**src/rtl/adder_stream_adapter.sv**
```systemverilog
// Ready/valid wrapper around a 3-stage carry-select adder core. Operands issue
// only against a free result slot, so the stall-less core can never overrun the FIFO.

module pipelined_adder_core #(
    parameter int unsigned WIDTH = 32,
    parameter int unsigned BLOCK = 8
) (
    input  logic             clk_i,
    input  logic             v_i,
    input  logic [WIDTH-1:0] a_i,
    input  logic [WIDTH-1:0] b_i,
    input  logic             cin_i,
    output logic             v_o,
    output logic [WIDTH-1:0] sum_o
);

    localparam int unsigned NB = WIDTH / BLOCK;

    logic [NB-1:0][BLOCK-1:0] s0_d, s1_d, s0_q, s1_q;
    logic [NB-1:0]            c0_d, c1_d, c0_q, c1_q;
    logic                     cin_q;
    logic                     v1_q, v2_q, v3_q;
    logic [WIDTH-1:0]         sel_d, sel_q, sum_q;

    // Stage 1: each block computes its sum for both possible carry-ins.
    always_comb begin
        s0_d = '0;
        s1_d = '0;
        c0_d = '0;
        c1_d = '0;
        for (int k = 0; k < int'(NB); k++) begin
            {c0_d[k], s0_d[k]} = {1'b0, a_i[k*BLOCK +: BLOCK]} + {1'b0, b_i[k*BLOCK +: BLOCK]};
            {c1_d[k], s1_d[k]} = {1'b0, a_i[k*BLOCK +: BLOCK]} + {1'b0, b_i[k*BLOCK +: BLOCK]}
                                 + (BLOCK+1)'(1);
        end
    end

    // Stage 2: ripple the block carries through the select muxes.
    always_comb begin
        logic cy;
        cy    = cin_q;
        sel_d = '0;
        for (int k = 0; k < int'(NB); k++) begin
            sel_d[k*BLOCK +: BLOCK] = cy ? s1_q[k] : s0_q[k];
            cy                      = cy ? c1_q[k] : c0_q[k];
        end
    end

    // Datapath and valid pipeline carry no reset; the adapter tracks validity itself.
    always_ff @(posedge clk_i) begin
        v1_q  <= v_i;
        s0_q  <= s0_d;
        s1_q  <= s1_d;
        c0_q  <= c0_d;
        c1_q  <= c1_d;
        cin_q <= cin_i;
        v2_q  <= v1_q;
        sel_q <= sel_d;
        v3_q  <= v2_q;
        sum_q <= sel_q;
    end

    assign v_o   = v3_q;
    assign sum_o = sum_q;

endmodule

module adder_stream_adapter #(
    parameter int unsigned WIDTH = 32,
    parameter int unsigned BLOCK = 8,
    parameter int unsigned DEPTH = 8
) (
    input  logic             clk_i,
    input  logic             rst_i,
    input  logic             s_valid_i,
    output logic             s_ready_o,
    input  logic [WIDTH-1:0] s_a_i,
    input  logic [WIDTH-1:0] s_b_i,
    input  logic             s_cin_i,
    output logic             m_valid_o,
    input  logic             m_ready_i,
    output logic [WIDTH-1:0] m_sum_o
);

    localparam int unsigned AW = $clog2(DEPTH);
    localparam int unsigned OW = AW + 1;
    localparam logic [OW-1:0] DEPTH_C = OW'(DEPTH);

    logic [OW-1:0]    occ_q, occ_d;
    logic [AW-1:0]    wr_ptr_q, wr_ptr_d;
    logic [AW-1:0]    rd_ptr_q, rd_ptr_d;
    logic [2:0]       sv_q, sv_d;
    logic [WIDTH-1:0] mem [DEPTH];

    logic             issue_c, pop_c, push_c;
    logic [OW-1:0]    inflight_c, count_c;
    logic             core_v;
    logic [WIDTH-1:0] core_sum;

    pipelined_adder_core #(
        .WIDTH (WIDTH),
        .BLOCK (BLOCK)
    ) u_core (
        .clk_i (clk_i),
        .v_i   (issue_c),
        .a_i   (s_a_i),
        .b_i   (s_b_i),
        .cin_i (s_cin_i),
        .v_o   (core_v),
        .sum_o (core_sum)
    );

    // occ reserves a FIFO slot per issue, so a free credit means a free slot at write time.
    assign s_ready_o  = !rst_i && (occ_q < DEPTH_C);
    assign issue_c    = s_valid_i && s_ready_o;
    assign inflight_c = OW'(sv_q[0]) + OW'(sv_q[1]) + OW'(sv_q[2]);
    assign count_c    = occ_q - inflight_c;
    assign m_valid_o  = (count_c != '0);
    assign pop_c      = m_valid_o && m_ready_i;
    assign push_c     = sv_q[2];
    assign m_sum_o    = m_valid_o ? mem[rd_ptr_q] : '0;

    always_comb begin
        occ_d    = occ_q;
        wr_ptr_d = wr_ptr_q;
        rd_ptr_d = rd_ptr_q;
        sv_d     = {sv_q[1:0], issue_c};
        if (issue_c && !pop_c) begin
            occ_d = occ_q + OW'(1);
        end else if (!issue_c && pop_c) begin
            occ_d = occ_q - OW'(1);
        end
        if (push_c) begin
            wr_ptr_d = wr_ptr_q + AW'(1);
        end
        if (pop_c) begin
            rd_ptr_d = rd_ptr_q + AW'(1);
        end
    end

    always_ff @(posedge clk_i) begin
        if (rst_i) begin
            occ_q    <= '0;
            wr_ptr_q <= '0;
            rd_ptr_q <= '0;
            sv_q     <= '0;
        end else begin
            occ_q    <= occ_d;
            wr_ptr_q <= wr_ptr_d;
            rd_ptr_q <= rd_ptr_d;
            sv_q     <= sv_d;
        end
    end

    always_ff @(posedge clk_i) begin
        if (push_c) begin
            mem[wr_ptr_q] <= core_sum;
        end
    end

endmodule

```
**config.mk**
```make
export PLATFORM = sky130hd
export DESIGN_NAME = adder_stream_adapter
export DESIGN_NICKNAME = d
export VERILOG_FILES = /design/src/rtl/adder_stream_adapter.sv
export SDC_FILE = /design/constraint.sdc
export NUM_CORES = 1
export LEC_CHECK = 0
export BUFFER_PORTS_ARGS = -buffer_cell sky130_fd_sc_hd__buf_2
export CAP_MARGIN = 20
export CORE_MARGIN = 2
export CORE_UTILIZATION = 42
export DETAILED_ROUTE_END_ITERATION = 6
export PLACE_DENSITY = 0.64
export SETUP_SLACK_MARGIN = 0.15
export SYNTH_ARGS = -nofsm -noshare
export SYNTH_HDL_FRONTEND = slang
export SYNTH_SLANG_ARGS = --single-unit
```
**constraint.sdc**
```tcl
create_clock -name clk_i -period 5.2 [get_ports clk_i]
set_input_delay 0.26 -clock clk_i [delete_from_list [all_inputs] [get_ports clk_i]]
set_output_delay 0.26 -clock clk_i [all_outputs]
set_load 0.01 [all_outputs]
```
==> flow_summary.toml, run 1 <==
[synth]
avgSynthCellArea_um2 = 17.5
synth_cell_types = 37
yosys_warnings = 0
synthAdderAreaFrac_pct = 4.51
syn-instance-count = 869
synth_area_um2 = 15200
synth_fp_nets = 988
synth.yosys.seq_area_share_pct = 70.4
muxShareOfSynthArea_pct = 14.6
yosys.area_share.simple_pct = 3.66
async_flop_share_pct = 0
synth_xor_area_share_pct = 3.46
synth-compound-area-share_pct = 2.24
synth_enable_flop_cells = 256
synth_top_family_by_area = "multiplexers"
ys_seq_elements = 407
dominantRegCellSynth = "edfxtp_1"

[clock_tree]
cts-root-buf = "clkbuf_16"
h-tree-depth = 2
worstSkewPairLatency_ns = 0.52
cts_buffers = 42
cts_tree = "yes"
cts.clk_slew.worst_paths_ns = 0.06
postCtsSetupBuffers = 0
hold_buffers = 2
cts.path.max_buffers = 3
cts_resized = 0
clock-sinks = 407

[grt]
antenna_found_initial = 0
grt.overflow.total = 0
grt_usage_pct = 14.4
first_global_vias = 7658
grt_pass1_wl_um = 42400
grt_max_degree = 65

[hold_path]
hold_path_class = "primary input to register"
hold_depth = 2

[setup_path]
critical_path.slowest_cell = "fa_1"
cp-end-kind = "register"
crit_top_cell = "ha_1"
path_buf_inv = 2
arrival_ns = 4.55
worstReg2RegStart = "sv_q[2]$_SDFF_PP0_"
cp-start-kind = "register"
cp.depth = 16
rr_endpoint = "occ_q[3]$_SDFFE_PP0P_"
cp_max_fo = 6
crit_start = "sv_q[2]$_SDFF_PP0_"
cp.required_ns = 5.66
crit_path_cell_trace = "ha_1 -> fa_1 -> inv_1 -> fa_1 -> a211oi_1 -> xor2_1 -> nor4b_4 -> nand2b_1 -> ha_1 -> inv_1 -> ha_1 -> a21o_1 -> a21oi_1 -> xnor2_1 -> or3_1 -> a21oi_1"
crit_type = "register to register"
reg2reg_depth = 16
slowest_delay_ns = 0.48
setup.worst_path.end = "occ_q[3]$_SDFFE_PP0P_"
crit_family = "adder cells"
rrSetupSlack_ns = 1.11

[sta]
rsz0062_at_grt = "false"
hold_viol = 0
skew_ns = 0.0200
worst_pin_slew_ns = 0.965
fin_crit_ns = 4.09
fin_tns_setup_ns = 0
period_share_pct = 78.7
slew_viol_final = 0
maxSlewHeadroom_pct = 35.7
setup-violations-final = 0
fmax_mhz = 244

[pwr]
power_leakage_uw = 0.00633
irDropWorstVdd_v = 0.000211
total_power_uw = 9040
p_per_area_nw_per_um2 = 509

[floorplan]
coreArea_um2 = 35700
ios = 103
rows = 69
dieHeight_um = 194
dieArea_um2 = 37700
fp.dieW_um = 194
start_util_pct = 42.7

[layout]
multi_input_area_um2 = 4360
ff_latch_area_um2 = 10700
finish.net_count = 1127
drive_gt1_share_pct = 27.9
syn_to_final_growth_pct = 16.7
nFillCells = 3003
diodes = 0
layout_commonest_cell = "edfxtp_1"
layout_common_cells = "edfxtp_1 (256), dfxtp_1 (148), buf_2 (102), mux4_2 (64), nor2_1 (60)"

[routing]
post_drt_via_cell_ratio = 4.93
dr.pass1.iters = 6
wl_per_cell_um = 17.9
drt_iter0_drc = 356
final_antenna_net_count = 0
wl_um = 26800
drc = 3
num_vias = 7406

[run_status]
outcome = "finished with violations"
violations = "design-rule violations"

[placed_design]
place_congestion = 0.713
hpwl_um = 16200
port_buffers = 102

[run]
cap_violations = 0
cells in the mapped netlist (12+ instances only):
master | count | area share, %
nand2_1 | 12 | 0.30
o21ai_0 | 15 | 0.49
edfxtp_1 | 256 | 51
inv_1 | 18 | 0.44
mux2i_1 | 35 | 2.3
nor2_1 | 66 | 1.6
a21oi_1 | 20 | 0.66
xor2_1 | 30 | 1.7
ha_1 | 42 | 3.5
dfxtp_1 | 151 | 20
mux2_2 | 32 | 2.4
mux4_2 | 64 | 9.5
xnor2_1 | 30 | 1.7
stage by stage:
stage          worst slack [ns]  utilization (%)  hold WS, ns  instances  instance area, um^2
4_1_cts                    1.11             49.8       0.0307       1502                17700
3_3_place_gp               1.24             45.8        0.311       1422                16300
5_1_grt                   0.804             49.8       0.0421       1502                17700
3_5_place_dp               1.11             45.9        0.312       1423                16400
2_1_floorplan              1.17                -        0.288        869                15200
6_report                   1.11             49.8       0.0363       1502                17700
metal layers:
layer / routed length (um) / vias up / global-route usage, %
li1: - / 3568 / -
met1: 12100 / 3645 / 19.2
met2: 13100 / 156 / 24.3
met3: 1140 / 37 / 2.59
met4: 460 / 0 / 3.85
met5: 0 / - / 0
cells by family (layout without fill, tap and decap cells):
group,count (synthesis),after routing
AOI/OAI and AO/OA,57,57
xor gates and xnor gates,60,60
adders and majority gates,50,50
buffers and inverters,41,213
DFF,407,407
muxes,134,134
and+or+nand+nor,120,120
worst min-delay path by stage:
stage / to / start
2_1_floorplan: u_core.cin_q$_DFF_P_ / s_cin_i
3_3_place_gp: u_core.sum_o[3]$_DFF_P_ / u_core.sel_q[3]$_DFF_P_
3_5_place_dp: u_core.sum_o[13]$_DFF_P_ / u_core.sel_q[13]$_DFF_P_
4_1_cts: u_core.s0_q[16]$_DFF_P_ / s_b_i[16]
5_1_grt: u_core.s0_q[16]$_DFF_P_ / s_b_i[16]
6_report: u_core.s0_q[16]$_DFF_P_ / s_b_i[16]
report_power, final:
| part | switching, uW | total, uW | internal [uW] | leakage [uW] |
|---|---|---|---|---|
| registers | 319 | 4230 | 3910 | 0.00357 |
| clock network | 1160 | 2900 | 1740 | 0.000658 |
| logic | 961 | 1910 | 947 | 0.00210 |
| total | 2440 | 9040 | 6590 | 0.00633 |
registers in the layout, indices dropped and copies added, names as in the netlist, named ones only:
name and flops:
mem 256, occ_q 4, rd_ptr_q 3, sv_q 3, u_core.c0_q 3, u_core.c1_q 3, u_core.cin_q 1, u_core.s0_q 32
u_core.s1_q 32, u_core.sel_q 32, u_core.sum_o 32, wr_ptr_q 3
area by class of cell:
| type | count | share of cell area, % |
|---|---|---|
| clock buffers | 63 | 6.92 |
| clock inverters | 14 | 0.783 |
| inverters | 18 | 0.381 |
| multi-input cells | 421 | 24.6 |
| flip-flops and latches | 407 | 60.4 |
| well taps | 461 | 3.25 |
| repair buffers | 118 | 3.69 |
(Power assumes the default switching activity.)
==> run 2, diff against run 1 <==
==> constraint.sdc (replaced) <==
create_clock -name clk_i -period 4 [get_ports clk_i]
set_input_delay 0.2 -clock clk_i [delete_from_list [all_inputs] [get_ports clk_i]]
set_output_delay 0.2 -clock clk_i [all_outputs]
set_load 0.01 [all_outputs]
==> flow_summary.toml, run 2 (synthesis results as in run 1) <==
[run_status]
outcome = "finished with violations"
violations = "design-rule violations"

[routing]
wl_met1_um = 12100
drc = 2
dr.pass1.iters = 7
post_drt_via_cell_ratio = 4.90
wl_per_cell_um = 17.4
top_layer = "met4"
num_vias = 7434
wl_met3_um = 1440
drt_iter0_drc = 458
wl_met2_um = 12300
wl_um = 26300
final_antenna_net_count = 0

[run]
cap_violations = 0

[pwr]
p_switching_uw = 3160
irDropWorstVdd_v = 0.000341
switching_share_pct = 26.8
p_int_uw = 8650
power_leakage_uw = 0.00642
p_clk_share_pct = 31.8
combPwrFrac_pct = 21.7
seqPwrFrac_pct = 46.6
p_per_area_nw_per_um2 = 657

[hold_path]
hold_path_class = "primary input to register"
hp-start = "s_b_i[1]"

[sta]
holdWs_ns = 0.0216
period_share_pct = 92.1
fin_crit_ns = 3.69
fmax_mhz = 271
setup-violations-final = 0
skew_ns = 0.0121
fin_tns_setup_ns = 0
fin_ws_ns = 0.315
hold_viol = 0
maxSlewHeadroom_pct = 29.6
rsz0062_at_grt = "true"
slew_viol_final = 0
worst_pin_slew_ns = 1.06

[floorplan]
fp.dieW_um = 194
rows = 69
coreArea_um2 = 35700
dieArea_um2 = 37700
start_util_pct = 42.7
ios = 103
dieHeight_um = 194

[grt]
grt_max_degree = 35
first_global_vias = 7485
grt.overflow.total = 0
antenna_found_initial = 0
grt_usage_pct = 14.1
grt_pass1_wl_um = 41300

[clock_tree]
worstSkewPairLatency_ns = 0.53
clock-sinks = 407
h-tree-depth = 2
cts-root-buf = "clkbuf_16"
cts_tree = "yes"
cts.path.max_buffers = 3
cts.clk_slew.worst_paths_ns = 0.06
cts_buffers = 41

[placed_design]
hpwl_um = 15900
place_congestion = 0.717
port_buffers = 102
dp_slack_ns = 0.112

[setup_path]
cp-start-kind = "register"
cp-end-kind = "register"
cp.required_ns = 4.46
cp_max_fo = 3
worstReg2RegStart = "sv_q[1]$_SDFF_PP0_"
crit_start = "sv_q[1]$_SDFF_PP0_"
crit_type = "register to register"
arrival_ns = 4.14

[layout]
top_register = "mem"
layout_commonest_cell = "edfxtp_1"
largest_reg_flops = 256
syn_to_final_growth_pct = 18.2
drive_gt1_share_pct = 28.8
layout_common_cells = "edfxtp_1 (256), dfxtp_1 (145), buf_2 (102), mux4_2 (64), nor2_1 (60)"
finish.net_count = 1141
diodes = 0
nFillCells = 2924
==> run 2: critical path, stage by stage (launching register included) <==
cell      delay, ns
dfxtp_2        0.33
ha_4           0.23
fa_1           0.49
inv_2          0.05
fa_2           0.39
a211oi_2       0.24
xor2_1         0.12
nor4b_4        0.30
nand2b_4       0.18
ha_4           0.14
inv_2          0.05
ha_1           0.27
a21o_1         0.19
a21oi_2        0.14
xnor2_1        0.08
or3_1          0.30
a21oi_1        0.12
==> run 2: repair_timing <==
action	CTS	global route
pin swaps	0	5
endpoints found under the setup margin	1	34
hold buffers	13	0
endpoints found under the hold margin	9	0
buffers inserted	0	2
resized for setup	2	11
==> run 2: path summary, 6_finish.rpt <==
check / to / slack [ns] / cells after the start
hold reg to reg: u_core.sum_o[26]$_DFF_P_ / 0.32 / 0
setup reg to reg: occ_q[3]$_SDFFE_PP0P_ / 0.31 / 16
hold / removal: u_core.s0_q[1]$_DFF_P_ / 0.02 / 2
setup / recovery: occ_q[3]$_SDFFE_PP0P_ / 0.31 / 16
==> run 2: through the flow <==
stage	utilization (%)	total power, uW	instance area, um^2	instances
after floorplan	-	7240	15200	869
after global routing	50.4	12400	18000	1516
after global placement	46.0	8120	16400	1424
after CTS	50.2	12000	17900	1513
after detailed placement	46.0	8160	16400	1424
final	50.4	11800	18000	1516
==> run 2: metal layers <==
| layer | vias to the layer above | track usage, % |
|---|---|---|
| met2 | 165 | 23.0 |
| met4 | 0 | 3.99 |
| met5 | - | 0 |
| met1 | 3632 | 19.6 |
| li1 | 3601 | - |
| met3 | 36 | 2.49 |
==> run 2: area by class of cell <==
| class | count | area (um^2) | share of cell area (%) |
|---|---|---|---|
| Clock buffer | 68 | 1300 | 7.23 |
| Clock inverter | 8 | 63.8 | 0.355 |
| Inverter | 18 | 67.6 | 0.376 |
| Multi-Input combinational cell | 421 | 4430 | 24.6 |
| Sequential cell | 407 | 10700 | 59.7 |
| Tap cell | 461 | 577 | 3.21 |
| Timing Repair Buffer | 133 | 817 | 4.54 |
==> run 2: power groups by stage <==
stage | clock [uW] | sequential (uW) | combinational, uW
5_1_grt | 3990 | 5580 | 2840
6_report | 3750 | 5500 | 2560
3_5_place_dp | 0 | 5600 | 2560
2_1_floorplan | 0 | 5350 | 1890
4_1_cts | 3840 | 5510 | 2600
3_3_place_gp | 0 | 5580 | 2540
